==> src/rtl/hazard_forward_ctrl.sv <==
// ID-stage hazard controller: per-port forwarding selects, NOP injection, PC/IF-ID holds.
// Optional HAZARD_STATS_EN adds saturating stall/forward event counters.
module hazard_forward_ctrl (
    input  logic       clk,
    input  logic       reset,
    input  logic [4:0] ID_RS,
    input  logic [4:0] ID_RT,
    input  logic       ID_USES_RS,
    input  logic       ID_USES_RT,
    input  logic       ID_EARLY_USE,
    input  logic [4:0] EX_DEST,
    input  logic [4:0] MEM_DEST,
    input  logic [4:0] WB_DEST,
    input  logic       EX_RF_ENABLE,
    input  logic       MEM_RF_ENABLE,
    input  logic       WB_RF_ENABLE,
    input  logic       EX_LOAD_INSTR,
    input  logic       MEM_LOAD_INSTR,
    output logic [1:0] FWD_SEL_PA,
    output logic [1:0] FWD_SEL_PB,
    output logic       CONTROL_MUX,
    output logic       PC_LE,
    output logic       IF_ID_LE
`ifdef HAZARD_STATS_EN
    ,
    input  logic        STATS_CLEAR,
    output logic [31:0] STALL_COUNT,
    output logic [31:0] FWD_COUNT
`endif
);

    typedef enum logic {RUN = 1'b0, BR_WAIT = 1'b1} state_t;

    state_t state_q, state_d;

    logic [4:0] src_addr [2];
    logic       src_used [2];
    logic [1:0] fwd_sel  [2];
    logic [1:0] ex_match;
    logic       load_hazard;

    // BR_WAIT already implies the MEM instruction is the load; the flag is informational only.
    logic unused_mem_load;
    assign unused_mem_load = MEM_LOAD_INSTR;

    assign src_addr[0] = ID_RS;
    assign src_addr[1] = ID_RT;
    assign src_used[0] = ID_USES_RS;
    assign src_used[1] = ID_USES_RT;

    generate
        for (genvar gi = 0; gi < 2; gi++) begin : g_port
            logic ex_hit, mem_hit, wb_hit;
            assign ex_hit  = EX_RF_ENABLE  && (EX_DEST  != 5'd0) && (EX_DEST  == src_addr[gi]) && src_used[gi];
            assign mem_hit = MEM_RF_ENABLE && (MEM_DEST != 5'd0) && (MEM_DEST == src_addr[gi]) && src_used[gi];
            assign wb_hit  = WB_RF_ENABLE  && (WB_DEST  != 5'd0) && (WB_DEST  == src_addr[gi]) && src_used[gi];
            assign ex_match[gi] = ex_hit;

            // Youngest producer wins.
            always_comb begin
                fwd_sel[gi] = 2'b00;
                if (ex_hit)
                    fwd_sel[gi] = 2'b01;
                else if (mem_hit)
                    fwd_sel[gi] = 2'b10;
                else if (wb_hit)
                    fwd_sel[gi] = 2'b11;
            end
        end
    endgenerate

    assign FWD_SEL_PA  = fwd_sel[0];
    assign FWD_SEL_PB  = fwd_sel[1];
    assign load_hazard = EX_LOAD_INSTR && (|ex_match);

    always_comb begin
        state_d     = state_q;
        CONTROL_MUX = 1'b0;
        PC_LE       = 1'b1;
        IF_ID_LE    = 1'b1;
        case (state_q)
            RUN: begin
                if (load_hazard) begin
                    CONTROL_MUX = 1'b1;
                    PC_LE       = 1'b0;
                    IF_ID_LE    = 1'b0;
                    if (ID_EARLY_USE)
                        state_d = BR_WAIT;
                end
            end
            BR_WAIT: begin
                // Load sits in MEM; its data reaches ID only once it is in WB.
                CONTROL_MUX = 1'b1;
                PC_LE       = 1'b0;
                IF_ID_LE    = 1'b0;
                state_d     = RUN;
            end
            default: state_d = RUN;
        endcase
    end

    always_ff @(posedge clk) begin
        if (reset)
            state_q <= RUN;
        else
            state_q <= state_d;
    end

`ifdef HAZARD_STATS_EN
    logic [31:0] stall_count_q, stall_count_d;
    logic [31:0] fwd_count_q, fwd_count_d;

    always_comb begin
        stall_count_d = stall_count_q;
        fwd_count_d   = fwd_count_q;
        if (STATS_CLEAR) begin
            stall_count_d = 32'd0;
            fwd_count_d   = 32'd0;
        end else begin
            if (CONTROL_MUX && !(&stall_count_q))
                stall_count_d = stall_count_q + 32'd1;
            if (((FWD_SEL_PA != 2'b00) || (FWD_SEL_PB != 2'b00)) && !(&fwd_count_q))
                fwd_count_d = fwd_count_q + 32'd1;
        end
    end

    always_ff @(posedge clk) begin
        if (reset) begin
            stall_count_q <= 32'd0;
            fwd_count_q   <= 32'd0;
        end else begin
            stall_count_q <= stall_count_d;
            fwd_count_q   <= fwd_count_d;
        end
    end

    assign STALL_COUNT = stall_count_q;
    assign FWD_COUNT   = fwd_count_q;
`endif

endmodule

==> config.mk <==
export PLATFORM = sky130hd
export DESIGN_NAME = hazard_forward_ctrl
export DESIGN_NICKNAME = d
export VERILOG_FILES = /design/src/rtl/hazard_forward_ctrl.sv
export SDC_FILE = /design/constraint.sdc
export NUM_CORES = 1
export LEC_CHECK = 0
export BUFFER_PORTS_ARGS = -buffer_cell sky130_fd_sc_hd__buf_2
export CAP_MARGIN = 40
export CORE_MARGIN = 2
export CORE_UTILIZATION = 36
export CTS_BUF_LIST = sky130_fd_sc_hd__clkbuf_2
export DETAILED_ROUTE_END_ITERATION = 8
export GPL_TIMING_DRIVEN = 0
export PLACE_DENSITY = 0.75
export SYNTH_ARGS = -nofsm -noshare
export SYNTH_HDL_FRONTEND = slang
export SYNTH_SLANG_ARGS = --single-unit
==> constraint.sdc <==
create_clock -name clk -period 1.2 [get_ports clk]
set_input_delay 0.12 -clock clk [delete_from_list [all_inputs] [get_ports clk]]
set_output_delay 0.12 -clock clk [all_outputs]
set_load 0.02 [all_outputs]
# Yosys cells after proc, flatten, opt, wreduce, memory -nomap -nowiden
# Index checks and enable logic that the tools add are counted.
dict set report op_classes {
  n_mux 13
  n_reduce_logical 20
  eq_ne 6
  bitwise 1
}
# cell n
set ops {}
lappend ops {{5-bit == test} 6}
lappend ops {{1-bit logical AND} 16}
lappend ops {{5-bit nonzero test} 3}
lappend ops {{2-bit two-way mux} 6}
lappend ops {{1-bit case mux with 2 select lines} 3}
lappend ops {{1-bit two-way mux} 4}
lappend ops {{2-bit OR reduction} 1}
lappend ops {{1-bit inverter} 1}
dict set report word_totals {
  inputBits 35
  output_inout_bits 7
  word_cells 41
  ff_bits 1
}

# Logic depth before layout (Yosys ltp)
dict set report logic_depth {
  depth_word 8
  mapped_depth 6
  depth_no_buf 5
}

# Worst setup path before layout
# OpenSTA, ideal clock, no wires.
dict set report synth_path {
  kind {input to output}
  startpoint {input port EX_DEST[1]}
  endpoint {output port PC_LE}
  arrival_time_ps 1566
  required_time_ps 1080
  setup_slack_ps -486
  n_path_buf 1
  stages 4
  path_cell_list {or4_1 o21a_2 a31oi_1 buf_4}
}
dict set report synth_between {
  elab_chain_cells 8
  elab_cells_between_ends 12
  classes_between {eq/ne: 2; mux: 2; reduce/logical: 8}
}
# element line_no
set synth_lines {}
lappend synth_lines {{from (decl)} 11} ;# input logic [4:0] EX_DEST,
lappend synth_lines {{5-bit nonzero test} 54} ;# assign ex_hit = EX_RF_ENABLE && (EX_DEST != 5'd0) && (EX_DEST == src_addr[gi]) && src_used[gi];
lappend synth_lines {{1-bit logical AND (3 in a row)} 54}
lappend synth_lines {{2-bit OR reduction *} 74} ;# assign load_hazard = EX_LOAD_INSTR && (|ex_match);
lappend synth_lines {{1-bit logical AND *} 74}
lappend synth_lines {{1-bit two-way mux *} n/a}
lappend synth_lines {{1-bit case mux with 2 select lines *} n/a}
lappend synth_lines {{to (decl)} 22} ;# output logic PC_LE,
# Every way passes the cells marked *; elsewhere a longest branch is shown, timed or not.

# Worst setup path in the final report
dict set report layout_path {
  startpoint {input port EX_DEST[2]}
  endpoint {register state_q}
}
dict set report layout_between {
  elab_chain_cells 8
  elab_cells_between_ends 12
  classes_between {eq/ne: 2; mux: 2; reduce/logical: 8}
}
# element line_no
set layout_lines {}
lappend layout_lines {{5-bit nonzero test} 54}
lappend layout_lines {{1-bit logical AND (3 in a row)} 54}
lappend layout_lines {{2-bit OR reduction *} 74}
lappend layout_lines {{1-bit logical AND *} 74}
lappend layout_lines {{1-bit two-way mux *} 83} ;# if (load_hazard) begin
lappend layout_lines {{1-bit case mux with 2 select lines *} 81} ;# case (state_q)
lappend layout_lines {{to (signal assigned)} 106} ;# state_q <= state_d;
lappend layout_lines {{to (decl)} 34} ;# state_t state_q, state_d;
# Marks and branches as above.
# A chain may end at the register's enable or synchronous reset.

==> impl_metrics.py <==
metrics = {
    "setup_path": {
        "cp.arrival_ps": 1410,
        "path_delay_family": "simple AND/OR/NAND/NOR gates",
        "crit_start": "EX_DEST[2]",
        "critPathMaxFanout": 3,
        "crit_chain": "buf_8 -> xor2_1 -> nor4_2 -> and3_1 -> buf_6 -> nand2_4 -> a2111oi_4",
        "critPathKind": "in -> reg",
        "critPathMaxStageDelay_ps": 330,
        "cp_slowest_cell": "a2111oi_4",
        "start_kind": "input pin",
        "critPathRequiredTime_ps": 1100,
        "crit_path_end_kind": "flop",
        "crit_buf_inv": 2,
        "rr_startpoint": "state_q",
    },
    "placement": {
        "gp_congestion": 0.802,
        "port_buffers": 40,
    },
    "layout": {
        "num-fill-cells": 106,
        "n_antenna_cell": 0,
        "syn2layout_area_growth_pct": 91.3,
        "top_register": "state_q",
        "largest_register_ffs": 1,
        "nets": 146,
        "reg_top3": "state_q (1)",
        "drive_above_1_share": 0.596,
        "utilization": 0.748,
    },
    "yosys": {
        "synth_top_family_by_area": "XOR/XNOR gates",
        "ys_seq_elements": 1,
        "async_flop_share": 0,
        "yosysTopAreaCell": "xor2_1",
        "yosys_warnings": 0,
        "synth_fp_nets": 100,
        "synth.most_common_cell": "xor2_1",
        "synthMuxAreaShare": 0,
        "syn_area_per_cell_um2": 7.93,
        "synthAdderAreaFrac": 0,
        "synth_edf_count": 0,
        "synth_compound_area_frac": 0.170,
        "synthXorXnorAreaFrac": 0.510,
        "synth.cell_area_um2": 515,
        "synth_top_area_share": 0.408,
        "netlist_instances": 65,
        "synth_flop_cell": "dfxtp_1",
        "yosys-top-cells-area": "xor2_1, xnor2_1, nor4_1, a2111oi_4, or4_1",
        "ys_types": 22,
        "synthSimpleGateAreaFrac": 0.267,
        "ys_seq_area_frac": 0.0388,
        "synthTopCellsByCount": "xor2_1, nor4_1, xnor2_1",
    },
    "power_and_ir_drop": {
        "swShare": 0.422,
        "p_per_area_nw_per_um2": 316,
        "clockPowerShare": 0,
        "p_int_w": 0.000180,
        "pwr-share-seq": 0.110,
        "leakage_nw": 0.439,
        "vdd_ir_drop_max_mv": 0.235,
        "p_switching_w": 0.000131,
        "power_frac_comb": 0.890,
    },
    "sta": {
        "rsz0062_at_grt": "true",
        "timing.fmax_mhz": 662,
        "slew_headroom": 0.786,
        "setup_viol": 8,
        "fin_crit_ps": 1510,
        "timing.hold.ws_ps": 318,
        "setup_slack_ps": -310,
        "tightest_slew_ps": 318,
        "fin_crit_sh": 1.26,
        "hold_violations": 0,
        "slew_viol_final": 0,
        "clock_skew_ps": 0,
    },
    "route": {
        "wl_per_cell_um": 13.1,
        "wirelength_um": 1620,
        "ant_nets": 0,
        "via_count": 661,
        "vias_per_cell": 5.33,
        "drtPass1Iterations": 4,
        "drc": 0,
        "drtIter0Drc": 5,
    },
    "grt": {
        "grt_use_total": 0.164,
        "first_global_vias": 578,
        "antenna_found_initial": 0,
        "grt_max_degree": 5,
        "grt_pass1_wl_um": 2370,
        "gr-total-overflow": 0,
    },
    "floorplanning": {
        "core_um2": 1320,
        "die_x_um": 41.8,
        "die_area_um2": 1750,
        "die_y_um": 41.8,
        "rows": 13,
        "pin_count": 42,
        "start_util": 0.391,
    },
    "outcome": {
        "violations": "negative setup slack",
        "status": "finished, violations left",
    },
    "hold_path": {
        "hold_path_class": "in -> reg",
        "hold_path.startpoint": "reset",
    },
    "job": {
        "drv_cap": 0,
    },
    "clocking": {
        "clk_latency_ps": 0,
        "path_clk_slew_ps": 0,
    },
}
power groups by stage:
stage | Combinational, W | Clock, W | Sequential (W)
6_report | 0.000277 | 0 | 0.0000342
5_1_grt | 0.000299 | 0 | 0.0000342
4_1_cts | 0.000252 | 0 | 0.0000342
3_5_place_dp | 0.000221 | 0 | 0.0000342
3_3_place_gp | 0.000215 | 0 | 0.0000342
2_1_floorplan | 0.000109 | 0 | 0.0000342
kinds of logic (layout without fill, tap and decap cells):
logic type,after synthesis,after routing
xor+xnor,30,30
simple gates,23,23
compound gates,10,10
flops,1,1
buf+inv,1,45
layer usage:
metal  GRT usage  part of all wire  up-vias
met4           0                 0        0
met2       0.356              0.56       30
met3     0.00870             0.065        0
met1       0.177              0.38      310
met5           0                 0        -
li1            -                 -      321
path summary, 6_finish.rpt:
| path | depth (start not counted) | slack, ps | to |
|---|---|---|---|
| worst max-delay path | 7 | -310 | state_q |
| worst min-delay path | 2 | 320 | state_q |
| worst max register to register | 1 | 550 | state_q |
| worst min register to register | 1 | 540 | state_q |
per-stage QoR:
stage	total power, W	worst slack, ps	setup TNS [ps]	std cells	instance area (um^2)
3_3_place_gp	0.000249	-374	-2380	120	785
4_1_cts	0.000287	-297	-2060	123	915
2_1_floorplan	0.000143	-170	-404	65	566
6_report	0.000311	-310	-2120	124	986
5_1_grt	0.000333	-357	-2490	124	986
3_5_place_dp	0.000255	-429	-2580	120	785
cell usage in the layout (no fill, tap or decap), drive strengths merged:
cell type | Yosys | final
nand3 | 2 | 2
nor2 | 2 | 2
o21a | 2 | 2
or2 | 1 | 1
buf | 1 | 45
nor4 | 6 | 6
nand4 | 2 | 2
a31oi | 1 | 1
dfxtp | 1 | 1
and3 | 2 | 2
and2 | 2 | 2
o21ai | 5 | 5
xor2 | 24 | 24
xnor2 | 6 | 6
a2111oi | 1 | 1
a31o | 1 | 1
or4 | 3 | 3
nand2 | 3 | 3
timing repair:
action,CTS,global route
hold buffers,0,0
endpoints found under the setup margin,8,8
resized for setup,31,17
setup buffers,3,1
pin swaps,12,11
final cells by class:
type | count | area (um^2) | area share
Timing Repair Buffer | 44 | 352 | 0.357
Buffer | 1 | 11.3 | 0.0114
Sequential cell | 1 | 20.0 | 0.0203
Tap cell | 15 | 18.8 | 0.0190
Multi-Input combinational cell | 63 | 584 | 0.593
(Power assumes the default switching activity.)
